==> src/rtl/regfile_multiport_if.sv <==
// Port bundle for regfile_multiport: one write port, NRD read ports and the clear-sweep controls.
// Port semantics: this bundle has no valid/ready backpressure.
//   - regwrite qualifies adr_rd/din_rd at each rising clock edge, and a write
//     is never stalled.
//   - adr_rs -> dout_rs is a zero-latency combinational read.
//   - A one-cycle init_req pulse starts a clear sweep.
//   - init_busy is high while the sweep runs; writes are dropped during that time.
interface regfile_multiport_if #(
    parameter int XLEN  = 32,
    parameter int NREGS = 32,
    parameter int NRD   = 2
);
    localparam int AW = $clog2(NREGS);

    logic                regwrite;
    logic [AW-1:0]       adr_rd;
    logic [XLEN-1:0]     din_rd;
    logic [NRD*AW-1:0]   adr_rs;
    logic [NRD*XLEN-1:0] dout_rs;
    logic                init_req;
    logic                init_busy;

    modport master (
        output regwrite, adr_rd, din_rd, adr_rs, init_req,
        input  dout_rs, init_busy
    );

    modport slave (
        input  regwrite, adr_rd, din_rd, adr_rs, init_req,
        output dout_rs, init_busy
    );
endinterface

==> src/rtl/regfile_multiport.sv <==
// Multiport integer register file with a synchronous write port and combinational reads.
// Includes an optional write-to-read bypass, an optional hardwired-zero x0, and
// a clear sequencer that zeroes every entry after reset or when init_req is pulsed.
module regfile_multiport #(
    parameter int XLEN   = 32,
    parameter int NREGS  = 32,
    parameter int NRD    = 2,
    parameter bit BYPASS = 1'b1,
    parameter bit ZERO0  = 1'b1,
    localparam int AW    = $clog2(NREGS)
) (
    input  logic              clk,
    input  logic              rst_n,
    regfile_multiport_if.slave bus,
    output logic              dbg_state,    // 0 = CLEAR, 1 = IDLE
    output logic [AW-1:0]     dbg_clr_ptr
);

    typedef enum logic {
        ST_CLEAR = 1'b0,
        ST_IDLE  = 1'b1
    } state_t;

    state_t              state_q, state_d;
    logic [AW-1:0]       clr_ptr_q, clr_ptr_d;
    logic [XLEN-1:0]     mem_q [NREGS];

    logic                mem_we_d;
    logic [AW-1:0]       mem_wa_d;
    logic [XLEN-1:0]     mem_wd_d;
    logic                wr_x0;
    logic                wr_ok;
    logic [AW-1:0]       ra;
    logic [NRD*XLEN-1:0] dout_c;

    // A write aimed at x0 is discarded when x0 is hardwired to zero.
    assign wr_x0 = ZERO0 && (bus.adr_rd == '0);
    assign wr_ok = bus.regwrite && !wr_x0;

    // State and sweep pointer; reset always restarts the sweep at entry 0.
    always_ff @(posedge clk or negedge rst_n) begin
        if (!rst_n) begin
            state_q   <= ST_CLEAR;
            clr_ptr_q <= '0;
        end else begin
            state_q   <= state_d;
            clr_ptr_q <= clr_ptr_d;
        end
    end

    // Next state and single array write port. The sweep owns the write port in CLEAR.
    always_comb begin
        state_d   = state_q;
        clr_ptr_d = clr_ptr_q;
        mem_we_d  = 1'b0;
        mem_wa_d  = bus.adr_rd;
        mem_wd_d  = bus.din_rd;
        case (state_q)
            ST_CLEAR: begin
                mem_we_d  = 1'b1;
                mem_wa_d  = clr_ptr_q;
                mem_wd_d  = '0;
                clr_ptr_d = clr_ptr_q + 1'b1;
                if (clr_ptr_q == AW'(NREGS - 1)) begin
                    state_d = ST_IDLE;
                end
            end
            ST_IDLE: begin
                // A write in the same cycle as init_req still commits.
                mem_we_d = wr_ok;
                if (bus.init_req) begin
                    state_d   = ST_CLEAR;
                    clr_ptr_d = '0;
                end
            end
            default: begin
                state_d   = ST_CLEAR;
                clr_ptr_d = '0;
            end
        endcase
    end

    // Storage array: no reset here, because the sweep is what clears it.
    always_ff @(posedge clk) begin
        if (mem_we_d) begin
            mem_q[mem_wa_d] <= mem_wd_d;
        end
    end

    // Read ports: all ports return zero during the sweep. Otherwise the
    // priority is x0 forced to zero, then the bypass path, then the array.
    always_comb begin
        dout_c = '0;
        ra     = '0;
        for (int k = 0; k < NRD; k++) begin
            ra = bus.adr_rs[k*AW +: AW];
            if (state_q == ST_CLEAR) begin
                dout_c[k*XLEN +: XLEN] = '0;
            end else if (ZERO0 && (ra == '0)) begin
                dout_c[k*XLEN +: XLEN] = '0;
            end else if (BYPASS && wr_ok && (bus.adr_rd == ra)) begin
                dout_c[k*XLEN +: XLEN] = bus.din_rd;
            end else begin
                dout_c[k*XLEN +: XLEN] = mem_q[ra];
            end
        end
    end

    assign bus.dout_rs   = dout_c;
    assign bus.init_busy = (state_q == ST_CLEAR);
    assign dbg_state     = state_q;
    assign dbg_clr_ptr   = clr_ptr_q;

endmodule

==> src/flat_wrapper.sv <==
// flat-port wrapper written by rule: the top's interface ports become plain ports
module regfile_multiport_flat 
#(
    parameter int XLEN   = 32,
    parameter int NREGS  = 32,
    parameter int NRD    = 2,
    parameter bit BYPASS = 1'b1,
    parameter bit ZERO0  = 1'b1,
    localparam int AW    = $clog2(NREGS)
)
  (clk, rst_n, dbg_state, dbg_clr_ptr, bus_regwrite, bus_adr_rd, bus_din_rd, bus_adr_rs, bus_init_req, bus_dout_rs, bus_init_busy);
  regfile_multiport_if #(.XLEN(XLEN), .NREGS(NREGS), .NRD(NRD)) bus_i ();
  input  logic clk;
  input  logic rst_n;
  output logic dbg_state;
  output logic [AW-1:0] dbg_clr_ptr;
  input wire logic [$bits(bus_i.regwrite)-1:0] bus_regwrite;
  input wire logic [$bits(bus_i.adr_rd)-1:0] bus_adr_rd;
  input wire logic [$bits(bus_i.din_rd)-1:0] bus_din_rd;
  input wire logic [$bits(bus_i.adr_rs)-1:0] bus_adr_rs;
  input wire logic [$bits(bus_i.init_req)-1:0] bus_init_req;
  output wire logic [$bits(bus_i.dout_rs)-1:0] bus_dout_rs;
  output wire logic [$bits(bus_i.init_busy)-1:0] bus_init_busy;
  assign bus_i.regwrite = bus_regwrite;
  assign bus_i.adr_rd = bus_adr_rd;
  assign bus_i.din_rd = bus_din_rd;
  assign bus_i.adr_rs = bus_adr_rs;
  assign bus_i.init_req = bus_init_req;
  assign bus_dout_rs = bus_i.dout_rs;
  assign bus_init_busy = bus_i.init_busy;
  regfile_multiport #(.XLEN(XLEN), .NREGS(NREGS), .NRD(NRD), .BYPASS(BYPASS), .ZERO0(ZERO0)) u_core (.clk(clk), .rst_n(rst_n), .bus(bus_i), .dbg_state(dbg_state), .dbg_clr_ptr(dbg_clr_ptr));
endmodule
==> config.mk <==
export PLATFORM = sky130hd
export DESIGN_NAME = regfile_multiport_flat
export DESIGN_NICKNAME = d
export VERILOG_FILES = /design/src/rtl/regfile_multiport_if.sv /design/src/rtl/regfile_multiport.sv /design/src/flat_wrapper.sv
export SDC_FILE = /design/constraint.sdc
export NUM_CORES = 1
export LEC_CHECK = 0
export BUFFER_PORTS_ARGS = -buffer_cell sky130_fd_sc_hd__buf_2
export CORE_AREA = 2 2 447 449
export CTS_BUF_LIST = sky130_fd_sc_hd__clkbuf_16
export CTS_CLUSTER_DIAMETER = 80
export DETAILED_ROUTE_END_ITERATION = 8
export DIE_AREA = 0 0 449 451
export PLACE_DENSITY = 0.38
export SETUP_SLACK_MARGIN = 0.1
export SYNTH_ARGS = -nofsm -noshare
export SYNTH_HDL_FRONTEND = slang
export SYNTH_SLANG_ARGS = --single-unit
==> constraint.sdc <==
create_clock -name clk -period 9.7 [get_ports clk]
set_clock_uncertainty 0.2 [all_clocks]
set_input_delay 0.97 -clock clk [delete_from_list [all_inputs] [get_ports clk]]
set_output_delay 0.97 -clock clk [all_outputs]
set_load 0.05 [all_outputs]
==> impl_metrics.yaml <==
power:
  power.net_switching_mw: 4.10
  sequentialPowerShare_pct: 44.4
  vdd_drop_max_uv: 143
  switching_share_pct: 30.9
  p_comb_share_pct: 19.5
  finalPower_mw: 13.3
  intPower_mw: 9.16
  powerDensity_mw_per_mm2: 232
  p_clk_share_pct: 36.0
  p_leak_nw: 18.5
global_route:
  first_global_vias: 30800
  antenna_found_initial: 18
  grt_pass1_wl_um: 266000
  overflow: 0
  grt_start_max_net_pins: 124
  track_usage_pct: 19.1
timing:
  slew_viol_final: 0
  max_slew_margin_pct: 18.3
  tightest_slew_ns: 1.22
  min_period_over_period_pct: 64.3
  fmax_mhz: 160
  setup_slack_ns: 3.47
  setup_violations: 0
  finalCriticalPeriod_ns: 6.23
  hold_slack_ns: 0.246
  rsz0062_at_grt: "false"
  finalHoldViolCount: 0
  final.setup.tns_ns: 0
synthesis:
  synthesis.area_mm2: 0.0491
  synth_seq_area_share_pct: 63.0
  avgSynthCellArea_um2: 18.5
  async_reset_ff_share_pct: 0.583
  yosysTopAreaCell: "edfxtp_1"
  synth-seq-cells: 1030
  syn_inst: 2658
  yosysMostFrequentCell: "edfxtp_1"
  synth_common_cells: "edfxtp_1 (1024), mux4_2 (465), mux2i_1 (200), nor2_1 (128), clkbuf_1 (124)"
  synth_area_leaders: "edfxtp_1 (63%), mux4_2 (21%), mux2i_1 (4.1%)"
  synth_edf_count: 1024
  ys_warn_count: 0
  synth_ff_type: "edfxtp_1"
  synth_top_area_share_pct: 62.7
  synth.net_count: 2711
  yosysUniqueCellTypes: 56
layout:
  fin_area_mm2: 0.0573
  area_growth_pct: 16.7
  nFillCells: 19700
  fin_nets: 2832
  fin_util_pct: 28.9
  fin_cells: 5542
  drive_gt1_share_pct: 32.2
critical_path:
  worstPathRequired_ns: 8.53
  slowest_delay_ns: 0.86
  critPathBufInv: 4
  path_delay_family: "buffers and inverters"
  cp_max_fo: 101
  start_kind: "input pin"
  arrival_ns: 5.06
  cp_common_cell: "mux4_2"
  cp_cell_sequence: "buf_8 -> buf_4 -> buf_12 -> mux4_2 -> mux4_2 -> and3_1 -> a221o_1 -> buf_2"
  end_kind: "output port"
  worstSetupPathType: "in2out"
  critPathSlowestCell: "buf_4"
drt:
  drtPass1Iterations: 7
  ant_nets: 0
  drcViolationCount: 0
  dr_total_vias: 29600
  wl_per_cell_um: 35.5
  drtIter0Drc: 3497
  routed_via_density: 5.35
  routed_wl_um: 197000
run:
  cap_violations: 0
die:
  rows: 164
  die_w_um: 449
  core_mm2: 0.198
  start_util_pct: 24.8
  ios: 122
  die_area_mm2: 0.202
  die_h_um: 451
cts:
  postCtsSetupBuffers: 0
  ctsHoldBuffers: 1
  tritoncts: "built"
  cts_resized: 0
  htree_levels: 4
  clock-sinks: 1030
  cts-buffers-inserted: 131
  clock_path_buffers: 3
  root_buffer: "clkbuf_16"
  clock_latency_ns: 0.77
  clkTransAtPathRegs_ns: 0.05
placement:
  dp_cells: 5301
  place_area_mm2: 0.0530
  pre_cts_ws_ns: 3.32
  dp_hpwl_um: 104000
  port_buffers: 121
  place.gp.congestion: 0.743
run_status:
  status: "finished, final reports clean"
worst_hold_path:
  hold_class: "in2reg"
-- layer usage --
layer / vias up / track usage (%) / share of wire (%)
li1: 11700 / - / -
met1: 16400 / 25.0 / 42
met2: 1212 / 32.4 / 49
met3: 309 / 3.04 / 5.4
met4: 0 / 6.29 / 3.2
met5: - / 0 / 0
-- power groups by stage --
stage	Combinational, mW	Clock, mW	Sequential (mW)
global placement	2.61	0	5.94
global route	2.70	5.06	5.94
floorplan	1.37	0	5.91
detailed placement	2.63	0	5.98
CTS	2.63	4.88	5.89
finish	2.59	4.78	5.89
-- cells by family after synthesis --
kind of cell	count (synthesis)	share of synthesized area, %
compound gates	364	5.38
xor+xnor	12	0.214
fa+ha+maj	2	0.0510
buf+inv	227	2.16
flops	1030	63.0
mux	690	26.0
simple gates	333	3.24
-- sequential cells by signal, summed over array words and instances (netlist names) --
signal and count:
u_core.mem_q 1024, u_core.dbg_state 1, u_core.dbg_clr_ptr 5
-- area by class of cell --
type	count	area, um2	share of cell area, %
diodes	7	17.5	0.0306
clock buffers	132	3300	5.77
clock inverters	101	893	1.56
inverters	7	33.8	0.0590
multi-input cells	1401	17400	30.5
flip-flops and latches	1030	30900	54.0
well taps	2656	3320	5.80
repair buffers	208	1350	2.36
-- worst paths after layout --
check / startpoint / to / cells after the start / slack (ns)
max in group asynchronous: rst_n / u_core.dbg_state / 2 / 8.78
max reg2reg: u_core.dbg_state / u_core.mem_q[4][8] / 4 / 5.37
min: bus_init_req / u_core.dbg_clr_ptr[4] / 2 / 0.25
min reg2reg: u_core.dbg_clr_ptr[4] / u_core.dbg_clr_ptr[4] / 2 / 0.53
max: bus_adr_rs[5] / bus_dout_rs[48] / 8 / 3.47
min in group asynchronous: rst_n / u_core.dbg_clr_ptr[4] / 2 / 0.36
-- placed cells by master, fill, tap and decap left out, types with 18 or more instances in the layout --
master	n
mux2_2	25
nor2_1	93
mux4_2	465
mux2i_1	200
clkbuf_16	132
o21ai_0	44
edfxtp_1	1024
and2_1	39
a221oi_1	63
o22ai_1	32
and3_1	31
nor3_1	49
clkinv_1	36
nor2_4	35
o21ai_1	18
inv_1	21
a21oi_1	58
buf_2	112
nand2_1	39
a211oi_1	20
buf_4	88
a221o_1	56
Note: power is estimated with default switching activity, not from simulation.
